===== src/rtl/ysyx_24110006_trap_ctrl.sv =====
// Trap/CSR sequencing stage. It accepts one system-class instruction, issues a single CSR-file
// strobe, and returns the next PC. Optional timer-interrupt take is enabled by `TRAP_IRQ_EN.
module ysyx_24110006_trap_ctrl #(
  parameter logic [31:0] RESET_PC = 32'h8000_0000
) (
  input  logic        i_clock,
  input  logic        i_reset,
  input  logic        i_valid,
  output logic        o_ready,
  input  logic [31:0] i_pc,
  input  logic        i_is_csrw,
  input  logic        i_is_ecall,
  input  logic        i_is_mret,
  input  logic        i_is_illegal,
  input  logic [11:0] i_csr,
  input  logic [31:0] i_wdata,
  input  logic        i_irq,
  input  logic        i_mie,
  output logic        o_csr_valid,
  output logic        o_csr_wen,
  output logic [2:0]  o_csr_t,
  output logic [11:0] o_csr,
  output logic [31:0] o_csr_pc,
  output logic [31:0] o_csr_wdata,
  output logic [31:0] o_mcause,
  input  logic [31:0] i_csr_rdata,
  input  logic [31:0] i_csr_upc,
  output logic        o_out_valid,
  input  logic        i_out_ready,
  output logic        o_redirect,
  output logic [31:0] o_next_pc,
  output logic [31:0] o_rdata,
  output logic [1:0]  o_state
);

  // Handshakes: a transfer happens on a rising edge where valid && ready are both high.
  // A producer holds its payload stable while valid is high and ready is low.
  localparam logic [1:0] S_IDLE  = 2'd0;
  localparam logic [1:0] S_ISSUE = 2'd1;
  localparam logic [1:0] S_RESP  = 2'd2;

  localparam logic [1:0] C_PLAIN = 2'd0;
  localparam logic [1:0] C_CSRW  = 2'd1;
  localparam logic [1:0] C_MRET  = 2'd2;
  localparam logic [1:0] C_TRAP  = 2'd3;

  logic [1:0]  state;
  logic [1:0]  cls_q;
  logic [31:0] pc_q;
  logic [11:0] csr_q;
  logic [31:0] wdata_q;
  logic [31:0] cause_q;
  logic [1:0]  cls_d;
  logic [31:0] cause_d;
  logic        irq_take;
  logic        issue;

`ifdef TRAP_IRQ_EN
  assign irq_take = i_irq & i_mie;
`else
  logic unused_irq;
  assign irq_take   = 1'b0;
  assign unused_irq = i_irq ^ i_mie;
`endif

  // Classification is resolved at acceptance, so ISSUE only has to look at cls_q.
  always_comb begin
    cls_d   = C_PLAIN;
    cause_d = 32'h0;
    if (irq_take) begin
      cls_d   = C_TRAP;
      cause_d = 32'h8000_0007;
    end else if (i_is_illegal) begin
      cls_d   = C_TRAP;
      cause_d = 32'h0000_0002;
    end else if (i_is_ecall) begin
      cls_d   = C_TRAP;
      cause_d = 32'h0000_000b;
    end else if (i_is_mret) begin
      cls_d = C_MRET;
    end else if (i_is_csrw) begin
      cls_d = C_CSRW;
    end
  end

  always_ff @(posedge i_clock or negedge i_reset) begin
    if (!i_reset) begin
      state      <= S_IDLE;
      cls_q      <= C_PLAIN;
      pc_q       <= 32'h0;
      csr_q      <= 12'h0;
      wdata_q    <= 32'h0;
      cause_q    <= 32'h0;
      o_redirect <= 1'b0;
      o_next_pc  <= RESET_PC;
      o_rdata    <= 32'h0;
    end else begin
      case (state)
        S_IDLE: begin
          if (i_valid) begin
            cls_q   <= cls_d;
            pc_q    <= i_pc;
            csr_q   <= i_csr;
            wdata_q <= i_wdata;
            cause_q <= cause_d;
            state   <= S_ISSUE;
          end
        end
        S_ISSUE: begin
          case (cls_q)
            C_TRAP, C_MRET: begin
              o_next_pc  <= i_csr_upc;
              o_redirect <= 1'b1;
              o_rdata    <= 32'h0;
            end
            C_CSRW: begin
              o_next_pc  <= pc_q + 32'd4;
              o_redirect <= 1'b0;
              o_rdata    <= i_csr_rdata;
            end
            default: begin
              o_next_pc  <= pc_q + 32'd4;
              o_redirect <= 1'b0;
              o_rdata    <= 32'h0;
            end
          endcase
          state <= S_RESP;
        end
        S_RESP: begin
          if (i_out_ready) state <= S_IDLE;
        end
        default: state <= S_IDLE;
      endcase
    end
  end

  assign issue       = (state == S_ISSUE);
  assign o_ready     = (state == S_IDLE);
  assign o_out_valid = (state == S_RESP);
  assign o_csr_valid = issue;
  assign o_csr_wen   = issue & ((cls_q == C_TRAP) | (cls_q == C_CSRW));
  assign o_csr       = csr_q;
  assign o_csr_pc    = pc_q;
  assign o_csr_wdata = wdata_q;
  assign o_mcause    = cause_q;
  assign o_state     = state;

  always_comb begin
    o_csr_t = 3'b111;
    if (issue) begin
      case (cls_q)
        C_TRAP:  o_csr_t = 3'b011;
        C_CSRW:  o_csr_t = 3'b001;
        C_MRET:  o_csr_t = 3'b000;
        default: o_csr_t = 3'b111;
      endcase
    end
  end

endmodule

===== config.mk =====
export PLATFORM = sky130hd
export DESIGN_NAME = ysyx_24110006_trap_ctrl
export DESIGN_NICKNAME = d
export VERILOG_FILES = /design/src/rtl/ysyx_24110006_trap_ctrl.sv
export SDC_FILE = /design/constraint.sdc
export NUM_CORES = 1
export LEC_CHECK = 0
export ABC_AREA = 1
export CORE_MARGIN = 3
export CORE_UTILIZATION = 26
export DETAILED_ROUTE_END_ITERATION = 8
export GPL_ROUTABILITY_DRIVEN = 0
export GPL_TIMING_DRIVEN = 1
export SYNTH_ARGS = -nofsm -noshare
export SYNTH_HDL_FRONTEND = slang
export SYNTH_SLANG_ARGS = --single-unit

===== constraint.sdc =====
create_clock -name i_clock -period 1.4 [get_ports i_clock]
set_clock_uncertainty 0.1 [all_clocks]
set_input_delay 0.14 -clock i_clock [delete_from_list [all_inputs] [get_ports i_clock]]
set_output_delay 0.14 -clock i_clock [all_outputs]
set_load 0.01 [all_outputs]

==> results.md <==
- The flow ran to the end, but the final reports show violations.
- The checks that failed: negative setup slack.
- The largest net degree at the start of global routing is ~40.
- The portion of total power attributed to sequential cells is 0.258.
- The die footprint is 0.0289 mm2.
- For this design, the sink count on the clock tree is 147.
- The number of buffers inserted during clock tree synthesis is 17.
- On the worst path, the slowest cell contributes a delay of ~410 ps.
- Summed over all failing endpoints, the final setup total negative slack is -16210 ps.
- Once detail routing completed, the nets flagged for antenna violations numbered 0.
- From synthesis to final layout, the design area changed by 93.0%.
- Of the total power, the share spent switching nets is 0.403.
- The worst setup slack after layout is -255 ps.
- The number of vias per cell is around 4.6.
- The final wirelength is between 30 and 40 mm.
- The nature of the critical path endpoint is a primary output.
- The xor and xnor area share after synthesis is 0.00125.
- The routed wire length on met2 is between 15 and 20 mm.
- The initial utilization of the core area, before any placement, comes to 0.266.
- The largest family of logic cells by synthesized area is simple AND/OR/NAND/NOR gates.
- In the layout the commonest cells are sky130_fd_sc_hd__nand2_1, sky130_fd_sc_hd__clkdlybuf4s50_1, sky130_fd_sc_hd__dfrtp_1, sky130_fd_sc_hd__dlygate4sd2_1, sky130_fd_sc_hd__nand2_2.
- The root buffer cell chosen for the clock tree is sky130_fd_sc_hd__clkbuf_16.
- Dividing the detail-routed wire length by the instance count gives ~18 um.
- The library cell with the largest summed area after synthesis is sky130_fd_sc_hd__dfrtp_1.
- The highest routing layer actually used is met5.
- After layout, the minimum clock period comes to roughly 1700 ps.
- The total of buffers placed on input and output ports is 300.
- The sequential area share after synthesis is 0.526.
- Across the VDD grid, the largest voltage drop is slightly below 1 mV.
- The cell type of the slowest stage on the worst timing path is sky130_fd_sc_hd__dfrtp_2.
- In the finished design, the share of the clock period the worst path needs comes to 1.18.
- The aggregate global-route resource usage is 0.196.
- The share of total power dissipated in combinational logic is 0.565.
- The final instance area is around 0.014 mm2.
- Of the post-synthesis cell area, the dominant cell type holds 0.522.
- Of the total synthesized cell area, the portion taken by AND, OR, NAND and NOR gates is 0.308.
- The worst setup path is launched from a flop.
- The count of different cell masters after synthesis is 32.
- The total number of vias is 7647.
- The setup path with the least slack is of type reg -> out.
- The adder-cell share of the synthesized area is 0.00894.
- The met1 routed wirelength after detailed routing is 12.8 mm.
- The via count of the first global-routing pass is approximately 7.6k.
- In this run the worst path has a maximum fanout of 3.
- In the final layout, the share of cells above drive strength 1 is 0.356.
- After detailed routing, the number of remaining DRC violations is 0.
- The number of synthesis warnings is 0.
- The number of failing hold endpoints at the final stage is 0.
- The critical path starts at cls_q[1].
- The cell area after synthesis is 0.00700 mm2.
- The power density over the cells is approximately 2100 mW/mm2.
- Yosys attributes the largest share of cell area to sky130_fd_sc_hd__dfrtp_1, sky130_fd_sc_hd__nand2_1, sky130_fd_sc_hd__nand3_1.
- Leaving out filler cells and counting taps, the final layout contains 1663.
- Summed over all cells, the static leakage comes to around 6.7 nW.
- The site row count is 59.
- The area after detailed placement is around 0.011 mm2.
- In this run the vertical extent of the chip is around 170 um.
- The depth of the CTS H-tree is 4.
- The met3 routed wirelength is 2.32 mm.
- The share of total power dissipated in the clock network is 0.176.
- The initial antenna violation count came to 1.
- The first global-routing pass estimated 43.7 mm of wire.
- The total I/O pin count is about 330.
- The filler cell count in the final layout is ~2.5k.
- In this run the standard cell core region covers between 0.02 and 0.03 mm2.
- The die width is roughly 170 um.
- The internal portion of the total power is approximately 0.017 W.
- For this design the total switching power over the nets is 0.0116 W.
- The number of maximum-capacitance constraint violations is 0.
- The post-synthesis mux area share is 0.
- Leaving out fill and tap cells, the most frequent cell in the layout is sky130_fd_sc_hd__nand2_1.
- The total iterations of the first detailed-routing run is 6.
- For the worst setup path, the data arrival time is roughly 1400 ps.
- The number of register bits inferred by synthesis is around 150.
- The average instance in the mapped netlist occupies about 8 um2.
- The synthesized instance count is approximately 900.
- Setup repair after global routing could not meet its margin everywhere.
- TritonCTS built the clock tree.
- Measured on the finished design, the core utilization comes to 0.514.
- The number of antenna diodes in the final layout is 0.
- The number of DRC markers in iteration 0 is 333.
- Clock latency on the worst-skew pair, taken at its later pin, is approximately 430 ps.
- Walking the worst path, the cells encountered are inv_2, ha_2, or2_1, buf_6.
- The total global routing overflow is 0.
- The worst hold-check path type is in -> async.
- Static timing analysis puts the maximum clock frequency at between 600 and 700 MHz.
- The worst register-to-register path begins at cls_q[1].
- Once placement completed, the tool counted placed cells totaling ~1.6k.
- The number of nets in the finished design is 1470.
- The number of pins exceeding their max-slew limit in the final report came to 0.
- The number of buffers between clock root and the deepest sink is 2.
- Clock-pin slew was measured on the worst setup and hold paths at roughly 70 ps.
- The half-perimeter wire length of the detailed placement result is a little under 20 mm.
- Setup violations remaining at the end of the flow were counted as between 150 and 200.
- Data on the critical path is required at its endpoint by ~1200 ps.
- The complex-gate fraction of the synthesized area is 0.0731.
## path summary, 6_finish.rpt
path / to / slack (ps) / depth (start not counted)
hold reg to reg: o_next_pc[31] / 360 / 2
setup reg to reg: o_next_pc[5] / -240 / 8
min in group i_clock: o_csr_pc[4] / 150 / 3
hold / removal: o_csr[0] / 70 / 2
max in group asynchronous: o_next_pc[31] / 490 / 3
setup / recovery: o_csr_t[2] / -260 / 4
## power by group through the flow
stage	clock, W	sequential [W]	combinational, W
after floorplan	0	0.00820	0.00402
after global placement	0	0.00744	0.0119
after detailed placement	0	0.00741	0.0120
after CTS	0.00515	0.00725	0.0137
after global routing	0.00534	0.00763	0.0174
final	0.00506	0.00741	0.0162
## final cells by class
| type | count | area [um2] | area share |
|---|---|---|---|
| clock buffer | 18 | 429 | 0.0318 |
| clock inverter | 14 | 203 | 0.0150 |
| inverter | 43 | 185 | 0.0137 |
| multi-input combinational | 649 | 3800 | 0.281 |
| sequential | 147 | 3690 | 0.273 |
| tap | 335 | 419 | 0.0310 |
| timing repair buffer | 455 | 4720 | 0.350 |
| timing repair inverter | 2 | 60.1 | 0.00445 |
## registers in the layout (all words and copies together) (netlist names)
signal and count:
o_mcause 2, o_csr_pc 32, o_state 2, cls_q 2, o_rdata 32, o_next_pc 32, o_redirect 1, o_csr 12
o_csr_wdata 32
## routing by layer
layer / track usage / vias to the layer above
met5: 0 / -
met4: 0.0670 / 2
met3: 0.0618 / 26
met2: 0.317 / 295
met1: 0.249 / 3731
li1: - / 3593
## logic make-up (layout without fill, tap and decap cells)
| group | after synthesis | after routing |
|---|---|---|
| DFF | 147 | 147 |
| and+or+nand+nor | 522 | 522 |
| xor gates and xnor gates | 1 | 1 |
| adders and majority gates | 5 | 5 |
| AOI/OAI and AO/OA | 92 | 92 |
| other | 1 | 29 |
| buffers and inverters | 114 | 532 |
## stage by stage
step	power (W)	setup WS, ps	hold WS [ps]
3_5_place_dp	0.0194	-254	-29.4
5_1_grt	0.0304	-334	84.3
2_1_floorplan	0.0122	-103	-256
6_report	0.0287	-255	68.6
3_3_place_gp	0.0193	-217	-26.3
4_1_cts	0.0261	-259	74.2
## critical path: cells and delay by family, from the launching register on
kind	cells	cell delay, ps
buf+inv	2	190
simple gates	1	230
flops	1	410
fa+ha+maj	1	170
## Yosys cell counts, drive strengths merged
cell    number
o21bai       2
nor3         2
ha           5
nand4        1
inv         43
a22oi        2
nor2        63
o211ai       1
o31ai        1
buf         58
xnor2        1
o21a        13
conb         1
dfrtp      146
nand2      388
or2          1
o21ai       55
a21oi       17
nand3       65
clkbuf      13
o221ai       1
and2         2
dfstp        1
## repair_timing
action / in CTS / in global routing
resized for setup: 374 / 340
endpoints found under the setup margin: 296 / 177
setup buffers: 43 / 20
hold buffers: 1 / 0
pin swaps: 8 / 50
endpoints found under the hold margin: 146 / 0
cloned: 17 / 10
(Power assumes the default switching activity.)
